--- src/rtl/fp_operand_loader_if.sv ---
// Serial operand link and operand-pair handshake between the serial source,
// the operand loader and the FP adder core.
interface fp_operand_loader_if #(
    parameter int WORD_W = 32
);
    logic              en_in;
    logic              serial_in;
    logic              ready_in;
    logic [WORD_W-1:0] op_a_out;
    logic [WORD_W-1:0] op_b_out;
    logic              valid_out;
    logic              busy_out;
    logic              overrun_out;

    modport master (
        output en_in,
        output serial_in,
        output ready_in,
        input  op_a_out,
        input  op_b_out,
        input  valid_out,
        input  busy_out,
        input  overrun_out
    );

    modport slave (
        input  en_in,
        input  serial_in,
        input  ready_in,
        output op_a_out,
        output op_b_out,
        output valid_out,
        output busy_out,
        output overrun_out
    );
endinterface

--- src/rtl/fp_operand_loader.sv ---
// Deserializes two consecutive WORD_W-bit serial frames into operands A and B
// and holds the pair for the adder core until it is accepted.
module fp_operand_loader #(
    parameter int WORD_W    = 32,
    parameter bit MSB_FIRST = 1'b1
) (
    input  logic              clk_in,
    input  logic              rst_in,
    fp_operand_loader_if.slave bus
);
    localparam int CNT_W = $clog2(WORD_W);
    localparam logic [CNT_W-1:0] LAST_IDX = CNT_W'(WORD_W - 1);

    typedef enum logic [1:0] {
        LOAD_A = 2'd0,
        LOAD_B = 2'd1,
        HOLD   = 2'd2
    } state_t;

    state_t            state_q, state_d;
    logic [CNT_W-1:0]  cnt_q, cnt_d;
    logic [WORD_W-1:0] shreg_q, shreg_d;
    logic [WORD_W-1:0] op_a_q, op_a_d;
    logic [WORD_W-1:0] op_b_q, op_b_d;
    logic              valid_q, valid_d;
    logic              busy_q;
    logic              overrun_q, overrun_d;
    logic [WORD_W-1:0] shifted_s;
    logic              last_bit_s;
    logic              take_bit_s;

    assign last_bit_s = (cnt_q == LAST_IDX);

    // Shift register value with the current serial bit inserted at the chosen end
    always_comb begin
        if (MSB_FIRST) begin
            shifted_s = {shreg_q[WORD_W-2:0], bus.serial_in};
        end else begin
            shifted_s = {bus.serial_in, shreg_q[WORD_W-1:1]};
        end
    end

    // State register
    always_ff @(posedge clk_in) begin
        if (rst_in) begin
            state_q <= LOAD_A;
        end else begin
            state_q <= state_d;
        end
    end

    // Next-state logic
    always_comb begin
        state_d = state_q;
        case (state_q)
            LOAD_A: begin
                if (bus.en_in && last_bit_s) state_d = LOAD_B;
                else                         state_d = LOAD_A;
            end
            LOAD_B: begin
                if (bus.en_in && last_bit_s) state_d = HOLD;
                else                         state_d = LOAD_B;
            end
            HOLD: begin
                if (bus.ready_in) state_d = LOAD_A;
                else              state_d = HOLD;
            end
            default: state_d = LOAD_A;
        endcase
    end

    // Datapath next values; an accept cycle in HOLD may also start the next frame A
    always_comb begin
        shreg_d    = shreg_q;
        cnt_d      = cnt_q;
        op_a_d     = op_a_q;
        op_b_d     = op_b_q;
        overrun_d  = overrun_q;
        take_bit_s = 1'b0;
        case (state_q)
            LOAD_A, LOAD_B: take_bit_s = bus.en_in;
            HOLD: begin
                take_bit_s = bus.en_in & bus.ready_in;
                overrun_d  = overrun_q | (bus.en_in & ~bus.ready_in);
            end
            default: take_bit_s = 1'b0;
        endcase
        if (take_bit_s) begin
            shreg_d = shifted_s;
            if (last_bit_s && (state_q != HOLD)) cnt_d = {CNT_W{1'b0}};
            else                                 cnt_d = cnt_q + CNT_W'(1);
            if (last_bit_s && (state_q == LOAD_A)) op_a_d = shifted_s;
            else                                   op_a_d = op_a_q;
            if (last_bit_s && (state_q == LOAD_B)) op_b_d = shifted_s;
            else                                   op_b_d = op_b_q;
        end else begin
            shreg_d = shreg_q;
        end
        valid_d = (state_d == HOLD);
    end

    // Datapath and status registers
    always_ff @(posedge clk_in) begin
        if (rst_in) begin
            cnt_q     <= {CNT_W{1'b0}};
            shreg_q   <= {WORD_W{1'b0}};
            op_a_q    <= {WORD_W{1'b0}};
            op_b_q    <= {WORD_W{1'b0}};
            valid_q   <= 1'b0;
            busy_q    <= 1'b0;
            overrun_q <= 1'b0;
        end else begin
            cnt_q     <= cnt_d;
            shreg_q   <= shreg_d;
            op_a_q    <= op_a_d;
            op_b_q    <= op_b_d;
            valid_q   <= valid_d;
            busy_q    <= (cnt_d != {CNT_W{1'b0}});
            overrun_q <= overrun_d;
        end
    end

    assign bus.op_a_out    = op_a_q;
    assign bus.op_b_out    = op_b_q;
    assign bus.valid_out   = valid_q;
    assign bus.busy_out    = busy_q;
    assign bus.overrun_out = overrun_q;
endmodule

--- src/flat_wrapper.sv ---
// flat-port wrapper written by rule: the top's interface ports become plain ports
module fp_operand_loader_flat 
#(
    parameter int WORD_W    = 32,
    parameter bit MSB_FIRST = 1'b1
)
  (clk_in, rst_in, bus_en_in, bus_serial_in, bus_ready_in, bus_op_a_out, bus_op_b_out, bus_valid_out, bus_busy_out, bus_overrun_out);
  fp_operand_loader_if #(.WORD_W(WORD_W)) bus_i ();
  input  logic clk_in;
  input  logic rst_in;
  input wire logic [$bits(bus_i.en_in)-1:0] bus_en_in;
  input wire logic [$bits(bus_i.serial_in)-1:0] bus_serial_in;
  input wire logic [$bits(bus_i.ready_in)-1:0] bus_ready_in;
  output wire logic [$bits(bus_i.op_a_out)-1:0] bus_op_a_out;
  output wire logic [$bits(bus_i.op_b_out)-1:0] bus_op_b_out;
  output wire logic [$bits(bus_i.valid_out)-1:0] bus_valid_out;
  output wire logic [$bits(bus_i.busy_out)-1:0] bus_busy_out;
  output wire logic [$bits(bus_i.overrun_out)-1:0] bus_overrun_out;
  assign bus_i.en_in = bus_en_in;
  assign bus_i.serial_in = bus_serial_in;
  assign bus_i.ready_in = bus_ready_in;
  assign bus_op_a_out = bus_i.op_a_out;
  assign bus_op_b_out = bus_i.op_b_out;
  assign bus_valid_out = bus_i.valid_out;
  assign bus_busy_out = bus_i.busy_out;
  assign bus_overrun_out = bus_i.overrun_out;
  fp_operand_loader #(.WORD_W(WORD_W), .MSB_FIRST(MSB_FIRST)) u_core (.clk_in(clk_in), .rst_in(rst_in), .bus(bus_i));
endmodule
--- config.mk ---
export PLATFORM = sky130hd
export DESIGN_NAME = fp_operand_loader_flat
export DESIGN_NICKNAME = d
export VERILOG_FILES = /design/src/rtl/fp_operand_loader_if.sv /design/src/rtl/fp_operand_loader.sv /design/src/flat_wrapper.sv
export SDC_FILE = /design/constraint.sdc
export NUM_CORES = 1
export LEC_CHECK = 0
export CORE_MARGIN = 2
export CORE_UTILIZATION = 66
export DETAILED_ROUTE_END_ITERATION = 8
export DONT_BUFFER_PORTS = 1
export MAX_ROUTING_LAYER = met4
export PLACE_DENSITY = 0.94
export SETUP_SLACK_MARGIN = 0.1
export SLEW_MARGIN = 25
export SYNTH_ARGS = -nofsm -noshare
export SYNTH_HDL_FRONTEND = slang
export SYNTH_SLANG_ARGS = --single-unit
--- constraint.sdc ---
create_clock -name clk_in -period 3.1 [get_ports clk_in]
set_input_delay 0.31 -clock clk_in [delete_from_list [all_inputs] [get_ports clk_in]]
set_output_delay 0.31 -clock clk_in [all_outputs]
set_load 0.005 [all_outputs]
Yosys cells after proc, flatten, opt, wreduce, memory -nomap -nowiden
Cells that the tools add are included.
- register bits after elaboration: 105
- bits of input ports: 5
- word-level logic and storage cells: 34
- add/subtract/negate cells: 1
- equal/unequal tests: 5
- muxes and demuxes: 7
- bitwise gates (word level): 4
- reductions and logical operators: 9
- operators with widths (kind ; count):
    $mux W5 ; 2
    $pmux W2 S3 ; 1
    $add A5 B1 Y5 const B ; 1
    $eq A5 B5 Y1 const B ; 1
    $reduce_bool A5 Y1 ; 1
    $eq A2 B2 Y1 const B ; 2
    $logic_and A1 B1 Y1 ; 4
    $mux W2 ; 2
    $reduce_and A2 Y1 ; 2
    $and A1 B1 Y1 ; 2
    $eq A2 B1 Y1 const B ; 1
    $logic_not A2 Y1 ; 1
    $ne A2 B2 Y1 const B ; 1
    $pmux W1 S2 ; 1
    $reduce_or A2 Y1 ; 1
    $mux W1 ; 1
    $not A1 Y1 ; 1
    $or A1 B1 Y1 ; 1

Longest topological paths before layout
Gate-level depths: netlist of run 1.
- depth after elaboration: 5
- gate-level depth with buffers: 10
- depth with buffers taken out: 7

Worst setup path before layout of run 1
Ideal clock, no wire load.
- path type: register -> register
- from: register u_core.cnt_q[0]
- to: register u_core.busy_q (netlist: u_core.bus.busy_out)
- setup time: 134 ps
- arrival time: 1881 ps
- data required time: 2966 ps
- setup slack: 1085 ps
- stages on the path, launching flop included: 9
- buffers on the path: 1
- path through: dfxtp_1 -> ha_1 -> and3_1 -> ha_1 -> and3b_1 -> buf_4 -> nor3b_1 -> mux2_2 -> or4b_1
- longest elaborated chain between the ends: 5
- elaborated cells between the ends (all ways): 6
- classes of those cells: 1 x add/sub; 1 x eq/ne; 2 x mux; 2 x reduce/logical
- ends and longest elaborated chain (item ; line ; text):
    from (decl) ; fp_operand_loader.sv:21 ; logic [CNT_W-1:0] cnt_q, cnt_d;
    from (signal assigned) ; fp_operand_loader.sv:105 ; cnt_q <= {CNT_W{1'b0}};
    from (signal assigned) ; fp_operand_loader.sv:113 ; cnt_q <= cnt_d;
    parallel branches: the longest is 3 deep, another holds $add A5 B1 Y5 ; n/a ;
    $mux W5 (*) ; fp_operand_loader.sv:88 ; if (take_bit_s) begin
    $reduce_bool A5 Y1 (*) ; fp_operand_loader.sv:118 ; busy_q <= (cnt_d != {CNT_W{1'b0}});
    to (signal assigned) ; fp_operand_loader.sv:118 ;
    to (decl) ; fp_operand_loader.sv:26 ; logic busy_q;
Mark *: on every way between the ends.
A chain may end at the register's enable or synchronous reset.

Worst setup path in the final report of run 1
- from: register u_core.cnt_q[1]
- to: register u_core.op_b_q[30] (netlist: u_core.bus.op_b_out[30])
- longest elaborated chain between the ends: 3
- ends and longest elaborated chain (item ; line ; text):
    $eq A5 B5 Y1 ; fp_operand_loader.sv:32 ; assign last_bit_s = (cnt_q == LAST_IDX);
    $logic_and A1 B1 Y1 ; fp_operand_loader.sv:94 ; if (last_bit_s && (state_q == LOAD_B)) op_b_d = shifted_s;
    $reduce_and A2 Y1 (no source line) ; n/a ;
    to (signal assigned) ; fp_operand_loader.sv:108 ; op_b_q <= {WORD_W{1'b0}};
    to (signal assigned) ; fp_operand_loader.sv:116 ; op_b_q <= op_b_d;
    to (decl) ; fp_operand_loader.sv:24 ; logic [WORD_W-1:0] op_b_q, op_b_d;
No other way between the ends.

==> results of run 1 <==
through the flow:
step,cells,cell area [um^2],hold slack (ps)
after floorplan,472,3762,445.3
after global placement,516,3771,385.7
after detailed placement,516,3771,392.4
after CTS,536,4024,0.1629
after global routing,536,4024,5.909
final,536,4024,15.95
logic make-up (layout without fill, tap and decap cells):
group           after synthesis  after routing  synth area share (%)
fa+ha+maj                     2              2                0.6650
buf+inv                      36             28                 4.223
mux                           3              3                0.8646
simple gates                217            217                 23.15
flops                       105            105                 55.87
xor+xnor                      1              1                0.2328
compound gates              108            108                 15.00
power breakdown:
group	total [mW]	internal, mW	switching [mW]	leakage [nW]
sequential	1.36	1.35	0.00482	0.846
clock	0.827	0.389	0.437	0.0944
combinational	0.0461	0.0168	0.0292	0.371
cells in the mapped netlist:
cell type | n | area [um^2]
a21bo_1 | 1 | 10.01
mux2_2 | 2 | 22.52
nand3b_1 | 1 | 7.510
a21boi_1 | 1 | 7.510
inv_1 | 1 | 3.750
o31ai_1 | 1 | 7.510
dfxtp_1 | 105 | 2102
ha_1 | 2 | 25.02
nor3_1 | 4 | 20.02
buf_6 | 2 | 22.52
nand2b_4 | 1 | 13.76
nand4_1 | 1 | 6.260
and2_1 | 1 | 6.260
nor3b_1 | 3 | 22.52
nor2_1 | 3 | 11.26
a21oi_1 | 100 | 500.5
nand2b_1 | 3 | 18.77
mux2i_1 | 1 | 10.01
and3_1 | 1 | 6.260
a31oi_1 | 1 | 6.260
nand2_1 | 197 | 739.5
xor2_1 | 1 | 8.760
or4b_1 | 1 | 10.01
buf_1 | 3 | 11.26
a32o_1 | 1 | 10.01
clkbuf_1 | 25 | 93.84
and3b_1 | 1 | 8.760
buf_4 | 1 | 7.510
buf_2 | 4 | 20.02
a21boi_0 | 1 | 7.510
o21a_1 | 2 | 15.01
routing by layer:
layer / vias up / global-route usage, % / share of wire (%)
met5: - / - / 0
met4: 0 / 17.07 / 3.3
met3: 29 / 6.335 / 7.4
met2: 137 / 47.14 / 50
met1: 1476 / 32.22 / 39
li1: 1507 / - / -
state kept, by name (all words and copies together) (netlist names):
name,cells
u_core.bus.busy_out,1
u_core.bus.valid_out,1
u_core.state_q,2
u_core.bus.op_b_out,32
u_core.shreg_q,31
u_core.bus.overrun_out,1
u_core.cnt_q,5
u_core.bus.op_a_out,32
final timing paths:
path                                                        endpoint  slack (ps)  cells past startpoint
worst max-delay path            u_core.bus.op_b_out[30]$_SDFFE_PP0P_         820                      8
worst min-delay path                 u_core.shreg_q[28]$_SDFFE_PP0N_          20                      1
worst max register to register  u_core.bus.op_b_out[30]$_SDFFE_PP0P_         820                      8
worst min register to register  u_core.bus.op_a_out[26]$_SDFFE_PP0P_         470                      2
area by class of cell:
| cell class | instances | share of cell area (%) |
|---|---|---|
| flip-flops and latches | 105 | 52.24 |
| multi-input cells | 331 | 37.53 |
| clock buffers | 10 | 3.420 |
| repair buffers | 13 | 3.109 |
| well taps | 72 | 2.239 |
| clock inverters | 4 | 1.368 |
| inverters | 1 | 0.09328 |
repair_timing:
action	CTS	global route
hold buffers	6	0
gates resized for setup	0	0
hold endpoints to repair	2	0
critical path, delay by kind of cell (launching register included):
family                     cells  cell delay [ps]
DFF                            1              390
adders and majority gates      2              360
AOI/OAI and AO/OA              1              150
buffers and inverters          1              230
and+or+nand+nor                4             1070
==> run metrics, run 1 <==
worst setup path class reg2reg; Setup crit end kind flop; clk slew on worst S/H paths 90 ps; Slowest Stage Delay on Critical Path 570 ps; HP Class in2reg; slowest CP cell and2_1; Slew @ Worst Pin 774.5 ps; Fillers 411; vias per inst 5.875; H-tree lvl count 3; CTS tree yes; Die X 79.50 um; final setup violation count 0; GRT Total Usage 28.76%; Avg Synthesized Cell Area 7.971 um^2; max_slew headroom 48.06%; Pwr per Cell Area 554.3 nW/um^2; die footprint 6320 um^2; die height 79.50 um; Leakage 1.312 nW; CTS Buffer Depth 2; setup TNS 0 ps; FF-to-FF Start u_core.cnt_q[1]$_SDFF_PP0_; Core Box Area 5507 um^2; crit path DAT 2570 ps; largest net degree at the start of global routing 92; CP Launch Type flop; IO Count 72; fraction of the yosys area taken by sequential cells 55.87%; most frequent cells in the layout 197 x nand2_1, 105 x dfxtp_1, 100 x a21oi_1, 10 x clkbuf_8; layout cells sized above 1 5.603%; min-delay src rst_in; Residual DRC 0; most common cell after layout, fill and taps aside nand2_1; synthesized net count 479; CP dominant cell by count ha_1; initial antenna violation count 0; RSZ-0062 raised after global routing no; pre-CTS WS 823.0 ps; GRT overflow 0; Worst Skew 8.179 ps; ANT nets after route 0; Worst setup startpoint u_core.cnt_q[1]$_SDFF_PP0_; Max rail drop VDD 421.2 uV; Req. time, crit path 3390 ps; Rows 27; Final Slew Violations 0; crit share post-route 73.70%; Yosys reg bits 105; nets 468; fin worst setup slack 815.3 ps; clock sinks 105; CP Max Fanout 19; global-route wire length before repair 13660 um; synth unique cells 31; Routed Wire Length 8506 um; total chip power 2.231 mW; total setup buffers inserted after CTS 0; Detailed Route Iter0 Violations 218; 1st-pass router iterations 5; multi-input logic area 1510 um^2; total number of vias 3149; critical path cell sequence ha_1 > and3_1 > ha_1 > and3b_1 > and2_1 > buf_12 > nand2_1 > a21oi_1; vias in the first global route 3006; Post-Syn Area 3762 um^2; WL per Instance 15.87 um; count of final hold-check violations 0; CTS Buf Count 9; clock root buffer clkbuf_8; sequential cell area 2102 um^2; final core occ 73.07%; YS warnings 0; I/O Buffers 0; Final Wtd Congestion 0.8793; Fmax 437.7 MHz; max cap viols 0; Initial Utilization 68.33%; Synth Instances 472; HPWL after detailed placement 5336 um; Layout area overhead 6.950%; status completed; crit path time final 2285 ps; diodes inserted 0; worst-skew pair later-pin latency 370 ps
(Power assumes the default switching activity.)
==> run 2, diff against run 1 <==
--- a/config.mk
+++ b/config.mk
@@ -5,12 +5,13 @@
 export SDC_FILE = /design/constraint.sdc
 export NUM_CORES = 1
 export LEC_CHECK = 0
+export ABC_AREA = 1
 export CORE_MARGIN = 2
-export CORE_UTILIZATION = 66
+export CORE_UTILIZATION = 56
 export DETAILED_ROUTE_END_ITERATION = 8
 export DONT_BUFFER_PORTS = 1
 export MAX_ROUTING_LAYER = met4
-export PLACE_DENSITY = 0.94
+export PLACE_DENSITY = 0.86
 export SETUP_SLACK_MARGIN = 0.1
 export SLEW_MARGIN = 25
 export SYNTH_ARGS = -nofsm -noshare
==> constraint.sdc (replaced) <==
create_clock -name clk_in -period 2 [get_ports clk_in]
set_input_delay 0.2 -clock clk_in [delete_from_list [all_inputs] [get_ports clk_in]]
set_output_delay 0.2 -clock clk_in [all_outputs]
set_load 0.005 [all_outputs]
==> run metrics, run 2 <==
CTS tree yes (unchanged); Worst Skew 12.48 ps (was 8.179 ps); synthesized net count 500 (was 479); Final Wtd Congestion 0.8145 (was 0.8793); Pwr per Cell Area 893.1 nW/um^2 (was 554.3 nW/um^2); FF-to-FF setup slack 210 ps (was 820 ps); clock sinks 105 (unchanged); worst setup path class reg2reg (unchanged); Leakage 1.659 nW (was 1.312 nW); Final Slew Violations 0 (unchanged); Synth Instances 493 (was 472); largest net degree at the start of global routing 56 (was 92); Fin Hold WS 9.803 ps (was 15.95 ps); Routed Wire Length 8316 um (was 8506 um); DP Cell Count 555 (was 516); GRT Total Usage 24.05% (was 28.76%); Fmax 557.9 MHz (was 437.7 MHz); vias in the first global route 2942 (was 3006); count leader, synth nor2_1 (was nand2_1); Yosys reg bits 105 (unchanged); I/O Buffers 0 (unchanged); vias per inst 5.424 (was 5.875); Gate power share 4.7% (was 2.1%); P_sw 882.5 uW (was 471.4 uW); most common cell after layout, fill and taps aside nor2_1 (was nand2_1); GRT overflow 0 (unchanged); YS warnings 0 (unchanged); Detailed Route Iter0 Violations 225 (was 218); die footprint 7418 um^2 (was 6320 um^2); Core Box Area 6422 um^2 (was 5507 um^2); FF-to-FF End u_core.bus.op_a_out[24]$_SDFFE_PP0P_ (was u_core.bus.op_b_out[30]$_SDFFE_PP0P_); R2R depth 10 (was 8); Worst setup startpoint u_core.cnt_q[1]$_SDFF_PP0_ (unchanged); synth unique cells 20 (was 31); Die X 86.13 um (was 79.50 um); crit path time final 1792 ps (was 2285 ps); Req. time, crit path 2260 ps (was 3390 ps); HPWL after detailed placement 5566 um (was 5336 um); most frequent cells in the layout 198 x nor2_1, 104 x dfxtp_1, 82 x o21ai_0, 29 x nand2_1, 16 x inv_1 (was 197 x nand2_1, 105 x dfxtp_1, 100 x a21oi_1, 10 x clkbuf_8); setup TNS 0 ps (unchanged); IO Count 72 (unchanged); ys flop type dfxtp_1 (unchanged); Hold EP u_core.bus.busy_out$_SDFF_PP0_ (was u_core.shreg_q[28]$_SDFFE_PP0N_); Rows 29 (was 27); HP Class in2reg (unchanged); number of synthesized flops with an enable pin 0 (unchanged); status completed (unchanged); CP Max Fanout 11 (was 19); max cap viols 0 (unchanged); Synth area leader dfxtp_1 (unchanged); CP Launch Type flop (unchanged); FF-to-FF Start u_core.cnt_q[1]$_SDFF_PP0_ (unchanged); diodes inserted 0 (unchanged); initial antenna violation count 0 (unchanged); min-delay src rst_in (unchanged); clock group share of total power 35.9% (was 37.1%); global-route wire length before repair 13590 um (was 13660 um); most frequent cells after synthesis 198 x nor2_1, 105 x dfxtp_1, 90 x o21ai_0 (was 197 x nand2_1, 105 x dfxtp_1, 100 x a21oi_1); crit path DAT 2060 ps (was 2570 ps); H-tree lvl count 3 (unchanged); Setup crit end kind flop (unchanged); Worst Hold Depth 2 (was 1); ys async rst share 0% (unchanged); CTS Buf Count 9 (unchanged); worst-skew pair later-pin latency 370 ps (about the same); nets 501 (was 468); Int Power 2.791 mW (was 1.759 mW); RSZ-0062 raised after global routing yes (was no); max_slew headroom 73.75% (was 48.06%); clock root buffer clkbuf_8 (unchanged); share of power burned in registers 59.3% (was 60.9%); post-route insts no fill 576 (was 536); final instance area 4113 um^2 (was 4024 um^2); largest cells by area after synthesis dfxtp_1 56%, nor2_1 20%, o21ai_0 12% (was dfxtp_1 56%, nand2_1 20%, a21oi_1 13%); layout cells sized above 1 8.617% (was 5.603%); final setup violation count 0 (unchanged); Residual DRC 0 (unchanged); ANT nets after route 0 (unchanged); crit share post-route 89.62% (was 73.70%); Initial Utilization 58.82% (was 68.33%); Post-Syn Area 3777 um^2 (was 3762 um^2); Slew @ Worst Pin 393.7 ps (was 774.5 ps); count of final hold-check violations 0 (unchanged); clk slew on worst S/H paths 100 ps (was 90 ps); sw frac 24.03% (was 21.14%); CTS Buffer Depth 2 (unchanged); fraction of the yosys area taken by sequential cells 55.65% (was 55.87%); total number of vias 3124 (was 3149); Max rail drop VDD 524.7 uV (was 421.2 uV); die height 86.13 um (was 79.50 um); Layout area overhead 8.877% (was 6.950%); WL per Instance 14.44 um (was 15.87 um); Avg Synthesized Cell Area 7.662 um^2 (was 7.971 um^2); share of the synthesized area in the top cell type 55.65% (was 55.87%); placed instance area 3834 um^2 (was 3771 um^2); 1st-pass router iterations 5 (unchanged)
## run 2: metrics by stage
| step | total power, mW | setup slack (ps) | utilization (%) |
|---|---|---|---|
| after detailed placement | 2.390 | 99.35 | 59.69 |
| after CTS | 3.689 | 132.9 | 63.24 |
| after global placement | 2.380 | 284.6 | 59.69 |
| final | 3.673 | 207.5 | 64.04 |
| after floorplan | 2.353 | 352.7 | - |
| after global routing | 3.815 | 69.43 | 64.04 |
## run 2: worst max-delay path by stage
stage,to,slack (ps)
final,u_core.bus.op_a_out[24]$_SDFFE_PP0P_,210
after global routing,u_core.bus.op_a_out[24]$_SDFFE_PP0P_,70
after CTS,u_core.bus.op_a_out[24]$_SDFFE_PP0P_,130
after detailed placement,u_core.bus.op_a_out[24]$_SDFFE_PP0P_,100
after global placement,u_core.bus.op_a_out[27]$_SDFFE_PP0P_,280
after floorplan,u_core.bus.op_a_out[11]$_SDFFE_PP0P_,350
## run 2: timing repair
action / 4_1_cts / 5_1_grt
resized for setup: 2 / 12
cloned: 0 / 1
hold buffers: 2 / 0
pin swaps: 0 / 2
endpoints found under the hold margin: 7 / 0
setup buffers: 0 / 2
endpoints found under the setup margin: 4 / 58
## run 2: area by class of cell
| cell class | instances | area [um^2] |
|---|---|---|
| clock inverters | 7 | 76.32 |
| fillers | 550 | 2310 |
| well taps | 77 | 96.34 |
| repair buffers | 19 | 185.2 |
| multi-input cells | 341 | 1458 |
| inverters | 18 | 70.07 |
| clock buffers | 9 | 123.9 |
| flip-flops and latches | 105 | 2103 |
## run 2: routing by layer
metal / GRT usage, % / vias up / wire (um)
li1: - / 1558 / -
met3: 6.930 / 17 / 607
met5: - / - / 0
met2: 38.27 / 102 / 4077
met4: 10.39 / 0 / 181
met1: 28.39 / 1447 / 3449
## run 2: critical path, cell delays in order, from the launching register on
cell and delay [ps]:
dfxtp_1 360, ha_1 180, inv_1 70, nor3_2 140, ha_2 220, nand2_2 80, nor2_2 110, nand2_2 120
buf_4 200, o21ai_0 150, nor2_1 70
## run 2: kinds of logic (layout without fill, tap and decap cells)
group | Yosys count | count (layout) | share of synthesized area, %
buffers and inverters | 47 | 53 | 5.962
and+or+nand+nor | 238 | 238 | 24.25
adders and majority gates | 2 | 2 | 0.6624
AOI/OAI and AO/OA | 101 | 101 | 13.48
DFF | 105 | 105 | 55.65
## run 2: power groups by stage
stage	Sequential [mW]	Clock (mW)	Combinational (mW)
after global placement	2.22	0	0.157
after CTS	2.18	1.34	0.172
after global routing	2.19	1.42	0.206
final	2.18	1.32	0.174
after detailed placement	2.23	0	0.165
after floorplan	2.21	0	0.140
